`src/rtl/ddr3_fb_pkg.sv`:
```
// ddr3_fb_pkg: shared types, bank count and bank-to-address helper for the DDR3 frame arbiter.
// Build option: DDR3_TRIPLE_BUF_EN selects three frame banks instead of two.
package ddr3_fb_pkg;
`ifdef DDR3_TRIPLE_BUF_EN
    localparam int NUM_BANKS = 3;
`else
    localparam int NUM_BANKS = 2;
`endif
    localparam int BANK_W = 2;
    localparam int AW_MAX = 64;
    typedef logic [BANK_W-1:0] bank_t;
    typedef enum logic [1:0] {W_IDLE, W_REQ, W_ACTIVE} wr_state_t;
    typedef enum logic [1:0] {R_IDLE, R_REQ, R_ACTIVE} rd_state_t;
    // Computed wide; callers truncate to their address width, which gives the same unsigned wrap.
    function automatic logic [AW_MAX-1:0] bank_addr(input logic [AW_MAX-1:0] base,
                                                    input logic [AW_MAX-1:0] stride,
                                                    input bank_t bank);
        return base + stride * {{(AW_MAX-BANK_W){1'b0}}, bank};
    endfunction
endpackage

```
`src/rtl/ddr3_bank_alloc.sv`:
```
// ddr3_bank_alloc: combinational free-bank selector, lowest index not held by the reader or the last frame.
// Ports: rd_busy/rd_bank (reader occupancy), last_vld/last_bank (newest completed frame),
//        alloc_ok (a bank is free), alloc_bank (chosen bank).
module ddr3_bank_alloc
    import ddr3_fb_pkg::*;
(
    input  logic  rd_busy,
    input  bank_t rd_bank,
    input  logic  last_vld,
    input  bank_t last_bank,
    output logic  alloc_ok,
    output bank_t alloc_bank
);
    // Scan from the top down so the lowest free index is the one left standing.
    always_comb begin
        alloc_ok   = 1'b0;
        alloc_bank = '0;
        for (int b = NUM_BANKS - 1; b >= 0; b--) begin
            if (!(rd_busy && rd_bank == BANK_W'(b)) && !(last_vld && last_bank == BANK_W'(b))) begin
                alloc_ok   = 1'b1;
                alloc_bank = BANK_W'(b);
            end
        end
    end
endmodule

```
`src/rtl/ddr3_frame_arbiter.sv`:
```
// ddr3_frame_arbiter: schedules DDR3 frame banks between one image writer and one image reader.
// Ports: clk, rst_n (sync active-low), init_calib_complete (low = soft reset);
//        wr/rd_frame_start/done pulses in; wr_req/rd_req one-cycle requests with begin/end addresses;
//        wr_bank/rd_bank, frame_vld, wr_drop/rd_empty pulses, saturating drop_cnt.
// Build option: DDR3_TRIPLE_BUF_EN (three banks) via ddr3_fb_pkg.
module ddr3_frame_arbiter
    import ddr3_fb_pkg::*;
#(
    parameter int                    ADDR_WIDTH  = 28,
    parameter logic [ADDR_WIDTH-1:0] BASE_ADDR   = ADDR_WIDTH'(28'h100_0000),
    parameter logic [ADDR_WIDTH-1:0] BANK_STRIDE = ADDR_WIDTH'(28'h10_0000),
    parameter logic [ADDR_WIDTH-1:0] FRAME_SIZE  = ADDR_WIDTH'(28'h7_5300)
) (
    input  logic                  clk,
    input  logic                  rst_n,
    input  logic                  init_calib_complete,
    input  logic                  wr_frame_start,
    input  logic                  wr_frame_done,
    input  logic                  rd_frame_start,
    input  logic                  rd_frame_done,
    output logic                  wr_req,
    output logic [ADDR_WIDTH-1:0] wr_address_beign,
    output logic [ADDR_WIDTH-1:0] wr_address_end,
    output logic                  rd_req,
    output logic [ADDR_WIDTH-1:0] rd_address_beign,
    output logic [ADDR_WIDTH-1:0] rd_address_end,
    output logic [1:0]            wr_bank,
    output logic [1:0]            rd_bank,
    output logic                  frame_vld,
    output logic                  wr_drop,
    output logic                  rd_empty,
    output logic [15:0]           drop_cnt
);
    localparam logic [AW_MAX-1:0] BASE_W   = AW_MAX'(BASE_ADDR);
    localparam logic [AW_MAX-1:0] STRIDE_W = AW_MAX'(BANK_STRIDE);
    wr_state_t wr_q, wr_d;
    rd_state_t rd_q, rd_d;
    logic last_vld_q, last_vld_d, wr_drop_q, wr_drop_d, rd_empty_q, rd_empty_d;
    bank_t last_bank_q, last_bank_d, wr_bank_q, wr_bank_d, rd_bank_q, rd_bank_d;
    logic [ADDR_WIDTH-1:0] wr_beg_q, wr_beg_d, wr_end_q, wr_end_d;
    logic [ADDR_WIDTH-1:0] rd_beg_q, rd_beg_d, rd_end_q, rd_end_d;
    logic [15:0] drop_cnt_q, drop_cnt_d;
    logic wr_done, wr_start, rd_start, rd_busy, last_vld_e, alloc_ok, wr_acc, rd_acc;
    bank_t last_bank_e, alloc_bank;
    ddr3_bank_alloc u_alloc (
        .rd_busy   (rd_busy),
        .rd_bank   (rd_bank_q),
        .last_vld  (last_vld_e),
        .last_bank (last_bank_e),
        .alloc_ok  (alloc_ok),
        .alloc_bank(alloc_bank)
    );
    always_comb begin
        wr_done     = (wr_q == W_ACTIVE) && wr_frame_done;
        wr_start    = (wr_q != W_REQ) && wr_frame_start;
        rd_start    = (rd_q == R_IDLE) && rd_frame_start;
        // A frame completing this cycle is already visible to the reader and to allocation.
        last_vld_e  = last_vld_q || wr_done;
        last_bank_e = wr_done ? wr_bank_q : last_bank_q;
        // A reader finishing this cycle releases its bank to a simultaneous write start.
        rd_busy     = (rd_q == R_REQ) || (rd_q == R_ACTIVE && !rd_frame_done);
        wr_acc      = wr_start && alloc_ok;
        rd_acc      = rd_start && last_vld_e;
        wr_d        = wr_acc ? W_REQ : (wr_start || wr_done) ? W_IDLE : (wr_q == W_REQ) ? W_ACTIVE : wr_q;
        rd_d        = rd_acc ? R_REQ : (rd_q == R_REQ) ? R_ACTIVE : (rd_q == R_ACTIVE && rd_frame_done) ? R_IDLE : rd_q;
        last_vld_d  = last_vld_e;
        last_bank_d = last_bank_e;
        wr_bank_d   = wr_acc ? alloc_bank : wr_bank_q;
        rd_bank_d   = rd_acc ? last_bank_e : rd_bank_q;
        wr_beg_d    = wr_acc ? ADDR_WIDTH'(bank_addr(BASE_W, STRIDE_W, alloc_bank)) : wr_beg_q;
        wr_end_d    = wr_acc ? wr_beg_d + FRAME_SIZE : wr_end_q;
        rd_beg_d    = rd_acc ? ADDR_WIDTH'(bank_addr(BASE_W, STRIDE_W, last_bank_e)) : rd_beg_q;
        rd_end_d    = rd_acc ? rd_beg_d + FRAME_SIZE : rd_end_q;
        // An abort always drops, even if reallocation then succeeds.
        wr_drop_d   = wr_start && (!alloc_ok || (wr_q == W_ACTIVE));
        rd_empty_d  = rd_start && !last_vld_e;
        drop_cnt_d  = drop_cnt_q + {15'd0, wr_drop_d && drop_cnt_q != 16'hFFFF};
    end
    always_ff @(posedge clk) begin
        if (!rst_n || !init_calib_complete) begin
            wr_q        <= W_IDLE;
            rd_q        <= R_IDLE;
            last_vld_q  <= 1'b0;
            last_bank_q <= '0;
            wr_bank_q   <= '0;
            rd_bank_q   <= '0;
            wr_beg_q    <= '0;
            wr_end_q    <= '0;
            rd_beg_q    <= '0;
            rd_end_q    <= '0;
            wr_drop_q   <= 1'b0;
            rd_empty_q  <= 1'b0;
            drop_cnt_q  <= '0;
        end else begin
            wr_q        <= wr_d;
            rd_q        <= rd_d;
            last_vld_q  <= last_vld_d;
            last_bank_q <= last_bank_d;
            wr_bank_q   <= wr_bank_d;
            rd_bank_q   <= rd_bank_d;
            wr_beg_q    <= wr_beg_d;
            wr_end_q    <= wr_end_d;
            rd_beg_q    <= rd_beg_d;
            rd_end_q    <= rd_end_d;
            wr_drop_q   <= wr_drop_d;
            rd_empty_q  <= rd_empty_d;
            drop_cnt_q  <= drop_cnt_d;
        end
    end
    assign wr_req           = (wr_q == W_REQ);
    assign rd_req           = (rd_q == R_REQ);
    assign wr_address_beign = wr_beg_q;
    assign wr_address_end   = wr_end_q;
    assign rd_address_beign = rd_beg_q;
    assign rd_address_end   = rd_end_q;
    assign wr_bank          = wr_bank_q;
    assign rd_bank          = rd_bank_q;
    assign frame_vld        = last_vld_q;
    assign wr_drop          = wr_drop_q;
    assign rd_empty         = rd_empty_q;
    assign drop_cnt         = drop_cnt_q;
endmodule
```
`config.mk`:
```
export PLATFORM = sky130hd
export DESIGN_NAME = ddr3_frame_arbiter
export DESIGN_NICKNAME = d
export VERILOG_FILES = /design/src/rtl/ddr3_fb_pkg.sv /design/src/rtl/ddr3_bank_alloc.sv /design/src/rtl/ddr3_frame_arbiter.sv
export SDC_FILE = /design/constraint.sdc
export NUM_CORES = 1
export LEC_CHECK = 0
export CAP_MARGIN = 20
export CORE_MARGIN = 5
export CORE_UTILIZATION = 45
export DETAILED_ROUTE_END_ITERATION = 12
export GPL_ROUTABILITY_DRIVEN = 0
export GPL_TIMING_DRIVEN = 0
export PLACE_DENSITY = 0.88
export SYNTH_ARGS = -nofsm -noshare
export SYNTH_HDL_FRONTEND = slang
export SYNTH_SLANG_ARGS = --single-unit
```
`constraint.sdc`:
```
create_clock -name clk -period 4 [get_ports clk]
set_clock_uncertainty 0.15 [all_clocks]
set_input_delay 0.8 -clock clk [delete_from_list [all_inputs] [get_ports clk]]
set_output_delay 0.8 -clock clk [all_outputs]
set_load 0.03 [all_outputs]
```
* Word level (Yosys, flattened, before mapping)
Index checks and enable logic that the tools add are counted.
Widths: inputs -> output; s select.
** Word-level totals
- Bits in writable memories :: 0
- Input bits :: 7
- ROM bits :: 0
- Bits in latches :: 0
- Memories :: 0
- Output and inout port bits :: 137
- Register bits after elaboration :: 141
** Cells by class
- Bitwise gates (word level) :: 0
- Shifts and indexed selects :: 0
- Div/mod/pow operators :: 0
- Reduce and logical (&&, ||, !) cells :: 38
- Add/sub/neg operators :: 5
- Magnitude comparators :: 0
- Equal/unequal tests :: 8
- Muxes and demuxes :: 13
- Multipliers :: 0
** Operator list (count)
- $add 28x19->28 const B :: 2
- $mux 28 :: 2
- $add 25x22->26 const A :: 2
- $add 16x1->16 :: 1
- $logic_and 1x1->1 :: 16
- $ne 16x16->1 const B :: 1
- $logic_not 1->1 :: 9
- $eq 2x1->1 const B :: 4
- $mux 1 :: 8
- $logic_not 2->1 :: 3
- $mux 2 :: 3
- $reduce_bool 3->1 :: 2
- $logic_or 1x1->1 :: 5
- $eq 2x2->1 const B :: 2
- $reduce_or 3->1 :: 1
- $ne 2x1->1 const B :: 1
- $reduce_bool 2->1 :: 1
- $reduce_or 2->1 :: 1

* Longest topological paths before layout
Gate-level depths: netlist of run 1.
- Depth in word-level cells :: 14
- Depth in mapped cells :: 10
- Depth with buffers taken out :: 10

* By module
A second synthesis of run 1 with hierarchy kept.
** Unflattened totals
- Cell total of the unflattened synthesis :: 428
- Area, all modules :: 4558.1 um2
** Modules (own cells, without submodules)
- ddr3_frame_arbiter :: times used 1, cells each 419, area each 4491.8 um2
- ddr3_bank_alloc :: times used 1, cells each 9, area each 66.3 um2

* Worst setup path before layout of run 1
Ideal clock, no wire load.
- Kind :: in2reg
- Start :: input port rd_frame_done
- End :: register drop_cnt_q[12], in the netlist drop_cnt[12]
- Setup slack :: 0.734 ns
- Stages on the path :: 10
- Buffers on the path :: 0
- Data required time :: 3.780 ns
- Data arrival time :: 3.046 ns
- Cells stage by stage :: or3b_1 > a221o_1 > a21oi_4 > maj3_1 > o311a_1 > ha_1 > ha_1 > nand4_1 > or3_1 > a21oi_1
** On the way
- Word-level cells in the longest chain between the ends :: 13
- Elaborated cells between the ends (all ways) :: 16
- Classes of those cells :: add/sub: 1; mux: 2; reduce/logical: 13
** RTL lines
- start: declaration :: RTL line ddr3_frame_arbiter.sv:20 : input logic rd_frame_done,
- $logic_not 1->1 (*) :: RTL line ddr3_frame_arbiter.sv:61 : rd_busy = (rd_q == R_REQ) || (rd_q == R_ACTIVE && !rd_frame_done);
- $logic_and 1x1->1 (*) :: RTL line ddr3_frame_arbiter.sv:61
- $logic_or 1x1->1 (*) :: RTL line ddr3_frame_arbiter.sv:61
- $logic_and 1x1->1 :: RTL line ddr3_bank_alloc.sv:19 : if (!(rd_busy && rd_bank == BANK_W'(b)) && !(last_vld && last_bank == BANK_W'(b))) begin
- $logic_not 1->1 :: RTL line ddr3_bank_alloc.sv:19
- $logic_and 1x1->1 :: RTL line ddr3_bank_alloc.sv:19
- $mux 1 :: RTL line ddr3_bank_alloc.sv:19
- $mux 1 (*) :: RTL line ddr3_bank_alloc.sv:19
- $logic_not 1->1 (*) :: RTL line ddr3_frame_arbiter.sv:75 : wr_drop_d = wr_start && (!alloc_ok || (wr_q == W_ACTIVE));
- $logic_or 1x1->1 (*) :: RTL line ddr3_frame_arbiter.sv:75
- $logic_and 1x1->1 (*) :: RTL line ddr3_frame_arbiter.sv:75
- $logic_and 1x1->1 (*) :: RTL line ddr3_frame_arbiter.sv:77 : drop_cnt_d = drop_cnt_q + {15'd0, wr_drop_d && drop_cnt_q != 16'hFFFF};
- $add 16x1->16 (*) :: RTL line ddr3_frame_arbiter.sv:77
- end signal: assignment :: RTL line ddr3_frame_arbiter.sv:107 : drop_cnt_q <= drop_cnt_d;
- end: declaration :: RTL line ddr3_frame_arbiter.sv:42 : logic [15:0] drop_cnt_q, drop_cnt_d;
Every way passes the cells marked *; elsewhere a longest branch is shown, timed or not.
A chain may end at the register's enable or synchronous reset.

* Worst setup path after layout of run 1
Ends and elaborated chain as after synthesis.

==> impl_metrics.py, run 1 <==
metrics = {
    "outcome": {
        "run_status": "finished clean",
    },
    "cts": {
        "cts_resized": 0,
        "clk_latency_ns": 0.52,
        "clkTransAtPathRegs_ns": 0.06,
        "cts_setup_buffers": 0,
        "cts-root-buf": "clkbuf_8",
        "max-clock-path-buffers": 2,
        "cts_tree": "built",
        "cts-htree-levels": 4,
        "cts_hold_buf": 0,
        "cts.sinks": 140,
        "cts_buffers": 17,
    },
    "power_and_ir_drop": {
        "cellLeakagePower_nw": 2.65,
        "seqPwrFrac_pct": 45.9,
        "peakVddDrop_mv": 0.296,
        "p_sw_share_pct": 21.9,
        "p_int_mw": 2.39,
        "p_sw_mw": 0.670,
        "power.density_nw_per_um2": 464,
        "combPwrFrac_pct": 2.8,
        "clockPowerShare_pct": 51.3,
    },
    "logic_synthesis": {
        "yosysSeqAreaShare_pct": 63.7,
        "synth_edf_count": 0,
        "synth-seq-cells": 140,
        "synth_top_area_share_pct": 63.7,
        "synth_flop_cell": "dfxtp_1",
        "netlist_top_cells_area": "dfxtp_1 64%, and3_1 6.8%, and2_1 6.3%",
        "synth.distinct_cells": 43,
        "synth_area_sq_um": 4400,
        "yosys.cell_count.top_type": "dfxtp_1",
        "synth_top_cells_by_count": "140 x dfxtp_1, 48 x and3_1, 44 x and2_1",
        "yosys_warnings": 0,
        "syn-num-nets": 425,
        "synthCells": 414,
        "postSynthAreaPerCell_sq_um": 10.6,
        "async_reset_ff_share_pct": 0,
        "synth_top_area_cell": "dfxtp_1",
    },
    "sta": {
        "hold_violations": 0,
        "fin_ws_ns": 0.430,
        "min_period_ns": 3.57,
        "tightest_slew_ns": 0.633,
        "finalSetupTns_ns": 0,
        "rsz0062_at_grt": "no",
        "post-route-period-util_pct": 89.2,
        "slew_violations": 0,
        "hold_slack_ns": 0.297,
        "fmax_mhz": 280,
        "setup_viol": 0,
        "max-slew-margin-rel_pct": 57.4,
    },
    "hold_path": {
        "hp-class": "flip-flop to flip-flop",
        "hp-start": "wr_address_end[16]",
    },
    "layout": {
        "drive_above_1_share_pct": 7.31,
        "syn_to_final_growth_pct": 49.7,
        "final_util_pct": 68.3,
        "antenna_cells": 0,
        "layout.nets": 586,
    },
    "global_route": {
        "grt-ovfl-total": 0,
        "busiest_layer": "met2",
        "grt_pass1_vias": 3574,
        "gr-usage-met3_pct": 8.58,
        "antenna_found_initial": 0,
        "grt_max_degree": 17,
        "grt.total_usage_pct": 19.1,
        "met1_usage_pct": 21.8,
        "use_met2_pct": 31.9,
        "grt_pass1_wl_mm": 17.7,
    },
    "worst_setup_path": {
        "slowest_delay_ns": 0.43,
        "crit_start": "rd_frame_done",
        "crit_arrival_ns": 3.86,
        "cp-start-kind": "primary input",
        "cp_data_required_time_ns": 4.29,
        "cp_top_family": "simple AND/OR/NAND/NOR gates",
        "crit_type": "primary input to flip-flop",
        "crit_path_end_kind": "flip-flop",
        "critPathBufInv": 1,
        "rr_startpoint": "rd_q[1]",
        "cpMostUsedCell": "ha_1",
        "crit_fanout": 6,
        "slowest_stage": "clkdlybuf4s50_1",
        "worstPathCellList": "clkdlybuf4s50_1 -> or3b_1 -> a221o_1 -> a21oi_4 -> maj3_1 -> o311a_1 -> ha_1 -> ha_1 -> nand4_1 -> or3_1 -> a21oi_1",
    },
    "routing": {
        "wire_per_inst_um": 14.8,
        "wirelength_mm": 10.7,
        "drt_pass1_iterations": 4,
        "via_count": 3484,
        "viasPerCell": 4.83,
        "antenna_left": 0,
        "drtIter0Drc": 137,
        "drc_errors": 0,
    },
    "die": {
        "initial_core_util_pct": 45.6,
        "num_rows": 36,
        "core-area_sq_um": 9640,
        "fp.dieH_um": 109,
        "dieArea_sq_um": 11900,
        "die_x_um": 109,
        "num_io_pins": 144,
    },
    "place": {
        "port_buffers": 142,
        "post-place-ws_ns": -0.0514,
        "hpwlAfterDp_mm": 7.78,
    },
    "run": {
        "drv_cap": 0,
    },
}
layer usage:
layer  routed length, um  vias to the layer above
met2                5390                      104
met3                 850                       12
met5                   0                        -
met1                4330                     1662
met4                 129                        0
li1                    -                     1706
placed cells by master (no fill, tap or decap), drive strengths merged, types with 3 or more instances in the layout:
| master | instances |
|---|---|
| clkdlybuf4s50 | 142 |
| dfxtp | 140 |
| and3 | 48 |
| and2 | 44 |
| nor2 | 39 |
| clkbuf | 31 |
| a21oi | 19 |
| inv | 19 |
| o21ai | 10 |
| nand2 | 8 |
| nand3 | 7 |
| buf | 7 |
| nor3 | 5 |
| xnor2 | 5 |
| xor2 | 5 |
| nor2b | 4 |
| nand4 | 4 |
| or3 | 4 |
| ha | 4 |
| clkinvlp | 4 |
| clkinv | 4 |
| a21o | 3 |
| o21a | 3 |
| a31o | 3 |
| bufinv | 3 |
power by group through the flow:
stage / Clock (mW) / Sequential [mW] / Combinational (mW)
after floorplan: 0 / 1.45 / 0.0395
after global placement: 0 / 1.43 / 0.0829
after detailed placement: 0 / 1.43 / 0.0841
after CTS: 1.60 / 1.40 / 0.0852
after global routing: 1.67 / 1.40 / 0.0940
final: 1.57 / 1.40 / 0.0847
worst min-delay path, stage by stage, from the launching register on:
cell and delay (ns):
dfxtp_1 0.31, inv_1 0.05, a21oi_1 0.05
metrics by stage:
step / std cells / instance area [sq um] / total power [mW]
after floorplan: 414 / 4400 / 1.48
after global placement: 689 / 5990 / 1.52
after detailed placement: 689 / 5990 / 1.52
after CTS: 721 / 6590 / 3.09
after global routing: 721 / 6590 / 3.17
final: 721 / 6590 / 3.06
sequential cells by signal, summed over array words and instances (netlist names):
name              flops
rd_address_beign     28
last_bank_q           2
wr_bank               1
wr_address_beign     28
wr_q                  2
wr_address_end       28
rd_q                  2
rd_bank               2
frame_vld             1
drop_cnt             16
rd_empty              1
wr_drop               1
rd_address_end       28
final timing paths:
| path | slack [ns] | end | cells past startpoint |
|---|---|---|---|
| min reg2reg | 0.30 | wr_address_end[16] | 2 |
| max reg2reg | 0.76 | drop_cnt[12] | 10 |
| min | 0.30 | wr_address_end[16] | 2 |
| max | 0.43 | drop_cnt[12] | 11 |
cells by family after synthesis:
| group | synth area share [%] |
|---|---|
| xor+xnor | 1.99 |
| simple gates | 21.8 |
| compound gates | 6.85 |
| flops | 63.7 |
| other cells | 0.0852 |
| fa+ha+maj | 1.37 |
| buf+inv | 3.67 |
| mux | 0.483 |
area by class of cell:
cell class / count / area [sq um]
Timing Repair Buffer: 142 / 1420
Buffer: 21 / 105
Clock inverter: 15 / 186
Inverter: 15 / 56.3
Tap cell: 133 / 166
Clock buffer: 17 / 414
Multi-Input combinational cell: 238 / 1440
Fill cell: 740 / 3050
Sequential cell: 140 / 2800
(Power assumes the default switching activity.)
==> inputs of run 2 (changes only) <==
--- a/config.mk
+++ b/config.mk
@@ -12,6 +12,7 @@
 export GPL_ROUTABILITY_DRIVEN = 0
 export GPL_TIMING_DRIVEN = 0
 export PLACE_DENSITY = 0.88
+export SKIP_CTS_REPAIR_TIMING = 1
 export SYNTH_ARGS = -nofsm -noshare
 export SYNTH_HDL_FRONTEND = slang
 export SYNTH_SLANG_ARGS = --single-unit
==> results of run 2 <==
Final layout, timing and power as in run 1 (identical DEF).
